--- config.mk ---
export PLATFORM = sky130hd
export DESIGN_NAME = tour_length_seq
export DESIGN_NICKNAME = d
export VERILOG_FILES = /design/src/rtl/tour_length_seq.sv
export SDC_FILE = /design/constraint.sdc
export NUM_CORES = 1
export LEC_CHECK = 0
export BUFFER_PORTS_ARGS = -buffer_cell sky130_fd_sc_hd__buf_2
export CORE_ASPECT_RATIO = 1.25
export CORE_UTILIZATION = 35
export CTS_BUF_LIST = sky130_fd_sc_hd__clkbuf_4 sky130_fd_sc_hd__clkbuf_8 sky130_fd_sc_hd__clkbuf_16
export CTS_CLUSTER_SIZE = 16
export DETAILED_ROUTE_END_ITERATION = 10
export GPL_ROUTABILITY_DRIVEN = 0
export SYNTH_ARGS = -nofsm -noshare
export SYNTH_HDL_FRONTEND = slang
export SYNTH_SLANG_ARGS = --single-unit
--- constraint.sdc ---
create_clock -name clk -period 13.65 [get_ports clk]
set_input_delay 2.0475 -clock clk [delete_from_list [all_inputs] [get_ports clk]]
set_output_delay 2.0475 -clock clk [all_outputs]
set_load 0.01 [all_outputs]
--- src/rtl/tour_length_seq.sv ---
// Sequential closed-tour length evaluator: walks a route through an external
// coordinate table, one leg at a time, summing integer Euclidean distances.
module tour_length_seq #(
  parameter int SIZE       = 8,
  parameter int NUM_CITIES = 5,
  parameter int IDX_W      = 3,
  parameter int LEN_W      = 12
) (
  input  logic                        clk,
  input  logic                        rst_n,
  input  logic                        start,
  input  logic [NUM_CITIES*IDX_W-1:0] route,
  output logic [IDX_W-1:0]            coord_addr,
  input  logic [SIZE-1:0]             coord_x,
  input  logic [SIZE-1:0]             coord_y,
  output logic                        busy,
  output logic                        done,
  output logic                        err,
  output logic [LEN_W-1:0]            tour_len
);

  localparam int D_W  = 2 * SIZE + 1;
  // One spare bit so the final square (root+1)^2 never wraps past d.
  localparam int SQ_W = 2 * SIZE + 2;
  localparam int DL_W = SIZE + 3;
  localparam int R_W  = SIZE + 1;
  localparam int RT_W = NUM_CITIES * IDX_W;

  localparam logic [IDX_W-1:0] LAST_LEG = IDX_W'(NUM_CITIES - 1);
  localparam logic [IDX_W:0]   N_CITIES = (IDX_W + 1)'(NUM_CITIES);

  typedef enum logic [2:0] {
    StIdle,
    StFetchA,
    StFetchB,
    StDiff,
    StRoot,
    StAccum,
    StDone
  } state_t;

  state_t            r_state;
  state_t            w_state_d;

  logic [RT_W-1:0]   r_route;
  logic [IDX_W-1:0]  r_leg;
  logic [LEN_W-1:0]  r_acc;
  logic [SIZE-1:0]   r_x1;
  logic [SIZE-1:0]   r_y1;
  logic [SIZE-1:0]   r_x2;
  logic [SIZE-1:0]   r_y2;
  logic [D_W-1:0]    r_d;
  logic [SQ_W-1:0]   r_sq;
  logic [DL_W-1:0]   r_dl;
  logic              r_err;
  logic [LEN_W-1:0]  r_tour_len;

  logic [IDX_W-1:0]  w_leg_next;
  logic [IDX_W-1:0]  w_idx_a;
  logic [IDX_W-1:0]  w_idx_b;
  logic [IDX_W-1:0]  w_idx;
  logic              w_bad;
  logic              w_last;
  logic [SIZE-1:0]   w_dx;
  logic [SIZE-1:0]   w_dy;
  logic [2*SIZE-1:0] w_dx_e;
  logic [2*SIZE-1:0] w_dy_e;
  logic [2*SIZE-1:0] w_dx2;
  logic [2*SIZE-1:0] w_dy2;
  logic [D_W-1:0]    w_d;
  logic              w_sq_gt;
  logic [R_W-1:0]    w_root;
  logic [LEN_W-1:0]  w_acc_sum;

  // Leg indexing: the closing leg wraps back to route position 0.
  assign w_last     = (r_leg == LAST_LEG);
  assign w_leg_next = w_last ? '0 : r_leg + IDX_W'(1);
  assign w_idx_a    = r_route[r_leg*IDX_W +: IDX_W];
  assign w_idx_b    = r_route[w_leg_next*IDX_W +: IDX_W];
  assign w_idx      = (r_state == StFetchB) ? w_idx_b : w_idx_a;
  assign w_bad      = ({1'b0, w_idx} >= N_CITIES);

  assign w_dx   = (r_x1 > r_x2) ? (r_x1 - r_x2) : (r_x2 - r_x1);
  assign w_dy   = (r_y1 > r_y2) ? (r_y1 - r_y2) : (r_y2 - r_y1);
  assign w_dx_e = {{SIZE{1'b0}}, w_dx};
  assign w_dy_e = {{SIZE{1'b0}}, w_dy};
  assign w_dx2  = w_dx_e * w_dx_e;
  assign w_dy2  = w_dy_e * w_dy_e;
  assign w_d    = {1'b0, w_dx2} + {1'b0, w_dy2};

  // Odd-number square walk: sq tracks (n+1)^2 and dl = 2n+3, so root = dl/2 - 1.
  assign w_sq_gt   = (r_sq > {1'b0, r_d});
  assign w_root    = R_W'((r_dl >> 1) - DL_W'(1));
  assign w_acc_sum = r_acc + LEN_W'(w_root);

  assign err      = r_err;
  assign tour_len = r_tour_len;

  always_ff @(posedge clk or negedge rst_n) begin
    if (!rst_n) begin
      r_state <= StIdle;
    end else begin
      r_state <= w_state_d;
    end
  end

  always_comb begin
    w_state_d  = r_state;
    coord_addr = '0;
    busy       = 1'b1;
    done       = 1'b0;
    unique case (r_state)
      StIdle: begin
        busy = 1'b0;
        if (start) w_state_d = StFetchA;
      end
      StFetchA: begin
        coord_addr = w_idx_a;
        w_state_d  = w_bad ? StDone : StFetchB;
      end
      StFetchB: begin
        coord_addr = w_idx_b;
        w_state_d  = w_bad ? StDone : StDiff;
      end
      StDiff: w_state_d = StRoot;
      StRoot: begin
        if (w_sq_gt) w_state_d = StAccum;
      end
      StAccum: w_state_d = w_last ? StDone : StFetchA;
      StDone: begin
        done      = 1'b1;
        w_state_d = StIdle;
      end
      default: w_state_d = StIdle;
    endcase
  end

  always_ff @(posedge clk or negedge rst_n) begin
    if (!rst_n) begin
      r_route    <= '0;
      r_leg      <= '0;
      r_acc      <= '0;
      r_x1       <= '0;
      r_y1       <= '0;
      r_x2       <= '0;
      r_y2       <= '0;
      r_d        <= '0;
      r_sq       <= '0;
      r_dl       <= '0;
      r_err      <= 1'b0;
      r_tour_len <= '0;
    end else begin
      unique case (r_state)
        StIdle: begin
          if (start) begin
            r_route <= route;
            r_acc   <= '0;
            r_leg   <= '0;
          end
        end
        StFetchA: begin
          r_x1 <= coord_x;
          r_y1 <= coord_y;
          if (w_bad) begin
            r_err      <= 1'b1;
            r_tour_len <= '1;
          end
        end
        StFetchB: begin
          r_x2 <= coord_x;
          r_y2 <= coord_y;
          if (w_bad) begin
            r_err      <= 1'b1;
            r_tour_len <= '1;
          end
        end
        StDiff: begin
          r_d  <= w_d;
          r_sq <= SQ_W'(1);
          r_dl <= DL_W'(3);
        end
        StRoot: begin
          if (!w_sq_gt) begin
            r_sq <= r_sq + SQ_W'(r_dl);
            r_dl <= r_dl + DL_W'(2);
          end
        end
        StAccum: begin
          r_acc <= w_acc_sum;
          if (w_last) begin
            // Results are published on the edge that enters DONE.
            r_tour_len <= w_acc_sum;
            r_err      <= 1'b0;
          end else begin
            r_leg <= w_leg_next;
          end
        end
        default: ;
      endcase
    end
  end

endmodule

==> run metrics, run 1 <==
status complete, but fails checks; failing checks DRC; Crit path arrival time 8.48 ns; Setup TNS Final 0 ns; Crit Path Class register to register; dominant cells by area after synthesis dfrtp_1 (27%), fa_1 (15%), ha_1 (14%); DP HPWL 19.1 mm; Mapped Nets 1,508; Remaining Overflow, GRT 0; largest stage delay on the critical path 0.60 ns; max layer used met4; Final Critical Period 8.18 ns; yosys warns 0; initial DRC count 320; Slew Limit Fails 0; ys async rst share 100%; I/O pins 52; Slew Limit Headroom 29.0%; Worst setup EP type register; vias in the first global route 8,753; CTS tree built; met1 WL 10.8 mm; die area 33,000 um^2; Max Buffers Root-to-Sink 2; antenna violations before repair 0; postcts setup bufs 0; Final Setup Violations 0; Ant. Diodes 0; final core utilization 39.5%; Cell Area, Synth 11,300 um^2; Hold WC Path Type register to register; clk_lat worst skew 0.44 ns; core outline area 31,800 um^2; maximum operating frequency 0.122 GHz; share of cells above drive strength 1 9.74%; via density per instance 4.97; WL met3 517 um; met2 wire len 12.9 mm; DR vias 8,621; DR pass1 iterations 7; maximum fanout along the worst path 11; sequential element share of the synthesized area 27.5%; fillers 3,287; area share of the largest cell type after synthesis 27.5%; I/O Buffers 51; multi-input logic area 7370 um^2; max cap viols 0; row count 73; critical path's slowest cell fa_1; root buf cell clkbuf_16; DRC Markers 1; first-pass GRT wire length 42.4 mm; largest net degree at the start of global routing 66; clock-pin slew on the worst setup and hold paths 0.06 ns; most numerous cell on the critical path fa_1; CTS Sinks 124; unrepaired setup endpoints after global routing false; Fin. Hold Viols 0; #FFs+latches synth 124; cts repair resizes 0; CTS Hold Bufs 0; Die Span Y 203 um; Num CTS Buffers 17; post-route clock period utilization 59.9%; Worst Tran Pin Value 1.07 ns; area leader, netlist dfrtp_1; H-tree levels 4; Syn Inst Count 1,269; Post-synth EDFFs 0; GRT Total Usage 16.2%; Sequential cell area 3100 um^2; synth-to-layout area growth 11.1%; Worst EP required 13.94 ns; Syn Area/Cell 8.90 um^2; Routed wire per std cell 14.2 um; Initial Util 35.5%; skew final 0.00979 ns; final WL 24.7 mm; post-synth cell types 67; critical path launch point type register; Die W 163 um; Most used DFF post-synth dfrtp_1; DRT antenna net count 0; Nets 1,550
## cells in the mapped netlist (5+ instances only)
cell type  instances
nor2b_1            5
a31oi_1            9
nand2_1          160
nand3_1           20
a211oi_1           6
o21ai_0           93
ha_1             123
and3_1            12
fa_1              82
and2_1             8
or2_2             13
a21o_1            25
a21oi_1           65
o21bai_1          12
o31ai_1            7
or3_1              6
mux2i_1           19
inv_1            182
clkbuf_1          31
nor2_1            82
mux2_2            10
xnor2_1           32
a22oi_1            5
nor3_1            19
dfrtp_1          124
xor2_1            31
nand4_1           15
nand2b_1          12
## cells by family (layout without fill, tap and decap cells)
logic type,count (synthesis),in the layout,synth area share [%]
buffers and inverters,217,272,7.30
DFF,124,124,27.5
adders and majority gates,205,205,28.2
muxes,31,31,3.08
xor gates and xnor gates,64,64,5.03
and+or+nand+nor,370,370,15.0
AOI/OAI and AO/OA,258,258,14.0
## cell usage in the layout, fill, tap and decap left out, types with 19 or more instances in the layout
master	synthesis	final
nand3_1	20	20
nor3_1	19	19
inv_1	182	182
fa_1	82	82
mux2i_1	19	19
nor2_1	82	82
xor2_1	31	31
dfrtp_1	124	124
buf_2	2	50
o21ai_0	93	93
a21o_1	25	25
nand2_1	160	160
xnor2_1	32	32
a21oi_1	65	65
ha_1	123	123
## through the flow
stage	setup slack [ns]	area [um^2]	cells	hold WS (ns)
2_1_floorplan	6.34	11300	1269	0.439
3_3_place_gp	5.64	12000	1704	0.464
3_5_place_dp	5.47	12000	1704	0.463
4_1_cts	5.43	12500	1736	0.481
5_1_grt	4.88	12500	1736	0.499
6_report	5.47	12500	1736	0.475
## registers in the layout, indices dropped and copies added, names as in the netlist, 8 cells and up
name and count:
r_x2 8, r_dl 11, r_route 15, r_acc 12, r_y2 8, r_x1 8
r_y1 8, tour_len 12, r_sq 18, r_d 17
## routing by layer
metal	vias up	track usage (%)
met3	32	2.72
met1	4193	19.5
met4	0	6.31
li1	4304	-
met5	-	0
met2	92	28.7
## worst paths after layout
path	startpoint	endpoint	slack (ns)	cells after the start
max	r_y1[0]	r_d[16]	5.47	28
min	r_d[8]	r_d[8]	0.48	2
max reg2reg	r_y1[0]	r_d[16]	5.47	28
min reg2reg	r_d[8]	r_d[8]	0.48	2
max in group asynchronous	rst_n	r_y1[4]	10.61	2
min in group asynchronous	rst_n	r_dl[8]	1.70	1
## worst max-delay path: cells and delay by family, from the launching register on
family | cells | cell delay, ns
xor+xnor | 2 | 0.72
compound gates | 8 | 1.71
fa+ha+maj | 9 | 3.97
simple gates | 3 | 0.51
buf+inv | 5 | 0.29
mux | 1 | 0.45
flops | 1 | 0.37
## cell type report
class / instances / share of cell area [%]
Multi-Input combinational cell: 928 / 58.7
Timing Repair Buffer: 58 / 2.47
Inverter: 182 / 5.45
Tap cell: 412 / 4.11
Sequential cell: 124 / 24.7
Clock buffer: 22 / 3.79
Clock inverter: 10 / 0.728
Power of run 1 is not shown: default switching activity piles up to over one toggle a cycle in this logic, so the estimate is an artifact.
==> run 2, diff against run 1 <==
ABC_AREA = 1   (was unset)
clock period = 6.83 ns   (was 13.65 ns; I/O delays follow)
==> run 2 against run 1 <==
Against the previous run: the run now ends clean; via count rose by 20%; clock skew fell by 0.00074 ns; sequential cell count did not move; critical path type unchanged; largest cell class unchanged; highest routed layer unchanged.
==> run metrics, run 2 <==
Worst EP required 7.13 ns; area share of the largest cell type after synthesis 25.5%; Syn Area/Cell 7.51 um^2; ys async rst share 100%; Worst setup startpoint r_x1[0]; root buf cell clkbuf_16; R2R Path Start r_x1[0]; clock-pin slew on the worst setup and hold paths 0.06 ns; DRT antenna net count 0; Initial Util 35.5%; critical path's slowest cell fa_1; synth-to-layout area growth 14.7%; I/O Buffers 51; Most used DFF post-synth dfrtp_1; Worst Tran Pin Value 0.934 ns; max cap viols 0; Largest regs r_sq (18), r_d (17), r_route (15); Remaining Overflow, GRT 0; Syn Inst Count 1,621; vias in the first global route 10,900; #FFs+latches synth 124; Final Critical Period 6.60 ns; top cells by count, synth nand2_1 (384), inv_1 (283), nor2_1 (137), nand3_1 (130), dfrtp_1 (124); worst hold margin 0.476 ns; critical path launch point type register; Worst setup EP type register; core outline area 34,300 um^2; Num CTS Buffers 17; most numerous cell on the critical path fa_1; die area 35,500 um^2; Hold WC Path Type register to register; yosys warns 0; FF-to-FF path depth 30; DR vias 10,300; commonest non-fill, non-tap cell in the layout nand2_1; initial DRC count 408; Die W 169 um; Reg with most FFs r_sq; Final Setup Violations 0; DP HPWL 22.5 mm; dominant cell by count in the synthesized netlist nand2_1; clk_lat worst skew 0.44 ns; Mapped Nets 1,860; Fin. Hold Viols 0; I/O pins 52; largest stage delay on the critical path 0.55 ns; status complete, no violations; hold path depth 1; first-pass GRT wire length 50.5 mm; DRC Markers 0; Nets 1,928; sequential element share of the synthesized area 25.5%; dominant cells by area after synthesis dfrtp_1 (25%), fa_1 (13%), ha_1 (13%); Ant. Diodes 0; CTS tree built; share of cells above drive strength 1 13.0%; Setup TNS Final 0 ns; CTS Sinks 124; post-route clock period utilization 96.6%; worst min-delay path startpoint r_dl[0]; GRT Total Usage 17.4%; final WL 28.9 mm; endpoint of the worst register-to-register path r_d[11]; Slew Limit Fails 0; Post-synth EDFFs 0; area leader, netlist dfrtp_1; commonest non-fill, non-tap cells in the layout nand2_1 (377), inv_1 (278), nand3_1 (127), nor2_1 (124), dfrtp_1 (124); Slew Limit Headroom 37.6%; H-tree levels 4; post-synth cell types 45; antenna violations before repair 0; final core utilization 40.7%; Largest register FFs 18; maximum fanout along the worst path 8; maximum operating frequency 0.152 GHz; Die Span Y 211 um; Crit Path Class register to register; Routed wire per std cell 13.3 um; final instance area 14,000 um^2; row count 76; via density per instance 4.76; skew final 0.00905 ns; largest net degree at the start of global routing 46; Cell Area, Synth 12,200 um^2; CTS Hold Bufs 0; Max Buffers Root-to-Sink 2; Placed Area 13,000 um^2; DR pass1 iterations 5; R2R setup slack 0.23 ns; Crit path arrival time 6.90 ns; WHS Endpoint r_dl[0]
[run 2: cell count changes in the layout (fill, tap and decap cells not counted), sizes merged, moves of 19 or more]
cell | before | now
buf | 58 | 92
nor2 | 83 | 138
nand2 | 160 | 396
mux2i | 19 | 0
inv | 183 | 298
a21o | 25 | 5
nand3 | 21 | 132
[run 2: worst max-delay path by stage]
stage	end	depth (start not counted)
after global routing	r_d[13]	32
after global placement	r_d[13]	33
final	r_d[11]	30
after floorplan	r_d[12]	29
after CTS	r_d[16]	31
after detailed placement	r_d[12]	31
[run 2: cell families (layout without fill, tap and decap cells)]
family | Yosys count | count (layout) | share of synthesized area (%)
flops | 124 | 124 | 25.5
xor+xnor | 59 | 59 | 4.25
simple gates | 711 | 711 | 24.8
compound gates | 185 | 185 | 8.43
fa+ha+maj | 205 | 205 | 26.1
buf+inv | 337 | 418 | 10.9
[run 2: metrics by stage]
stage / cells / setup WS (ns)
floorplan: 1621 / 0.363
global placement: 2129 / 0.0997
detailed placement: 2129 / -0.0419
CTS: 2161 / 0.0249
global route: 2170 / -0.0502
finish: 2170 / 0.231
[run 2: critical path: cells and delay by family, from the launching register on]
kind                     cells  cell delay, ns
adder cells (fa/ha/maj)      9            3.84
flip-flops                   1            0.39
buffers and inverters        8            0.61
XOR/XNOR                     1            0.14
AND/OR/NAND/NOR              7            0.93
AO/OA/AOI/OAI                5            0.52
[run 2: timing repair]
| action | in CTS | in global routing |
|---|---|---|
| gates cloned | 0 | 0 |
| pin swaps | 0 | 26 |
| setup buffers | 0 | 9 |
| resized for setup | 5 | 73 |
| setup endpoints to repair | 3 | 9 |
[run 2: layer usage]
| metal | vias to the layer above | global-route usage, % | wire length [um] |
|---|---|---|---|
| met4 | 0 | 5.89 | 602 |
| met3 | 46 | 2.74 | 828 |
| met2 | 151 | 31.6 | 14900 |
| met5 | - | 0 | 0 |
| met1 | 4934 | 20.7 | 12600 |
| li1 | 5206 | - | - |
[run 2: area by class of cell]
cell class,count,area (um^2)
Multi-Input combinational cell,1160,8010
Sequential cell,124,3100
Clock buffer,17,425
Timing Repair Buffer,92,566
Clock inverter,15,163
Inverter,294,1110
Tap cell,468,586
Fill cell,3496,20400
Power of run 2 is left out for the same reason.
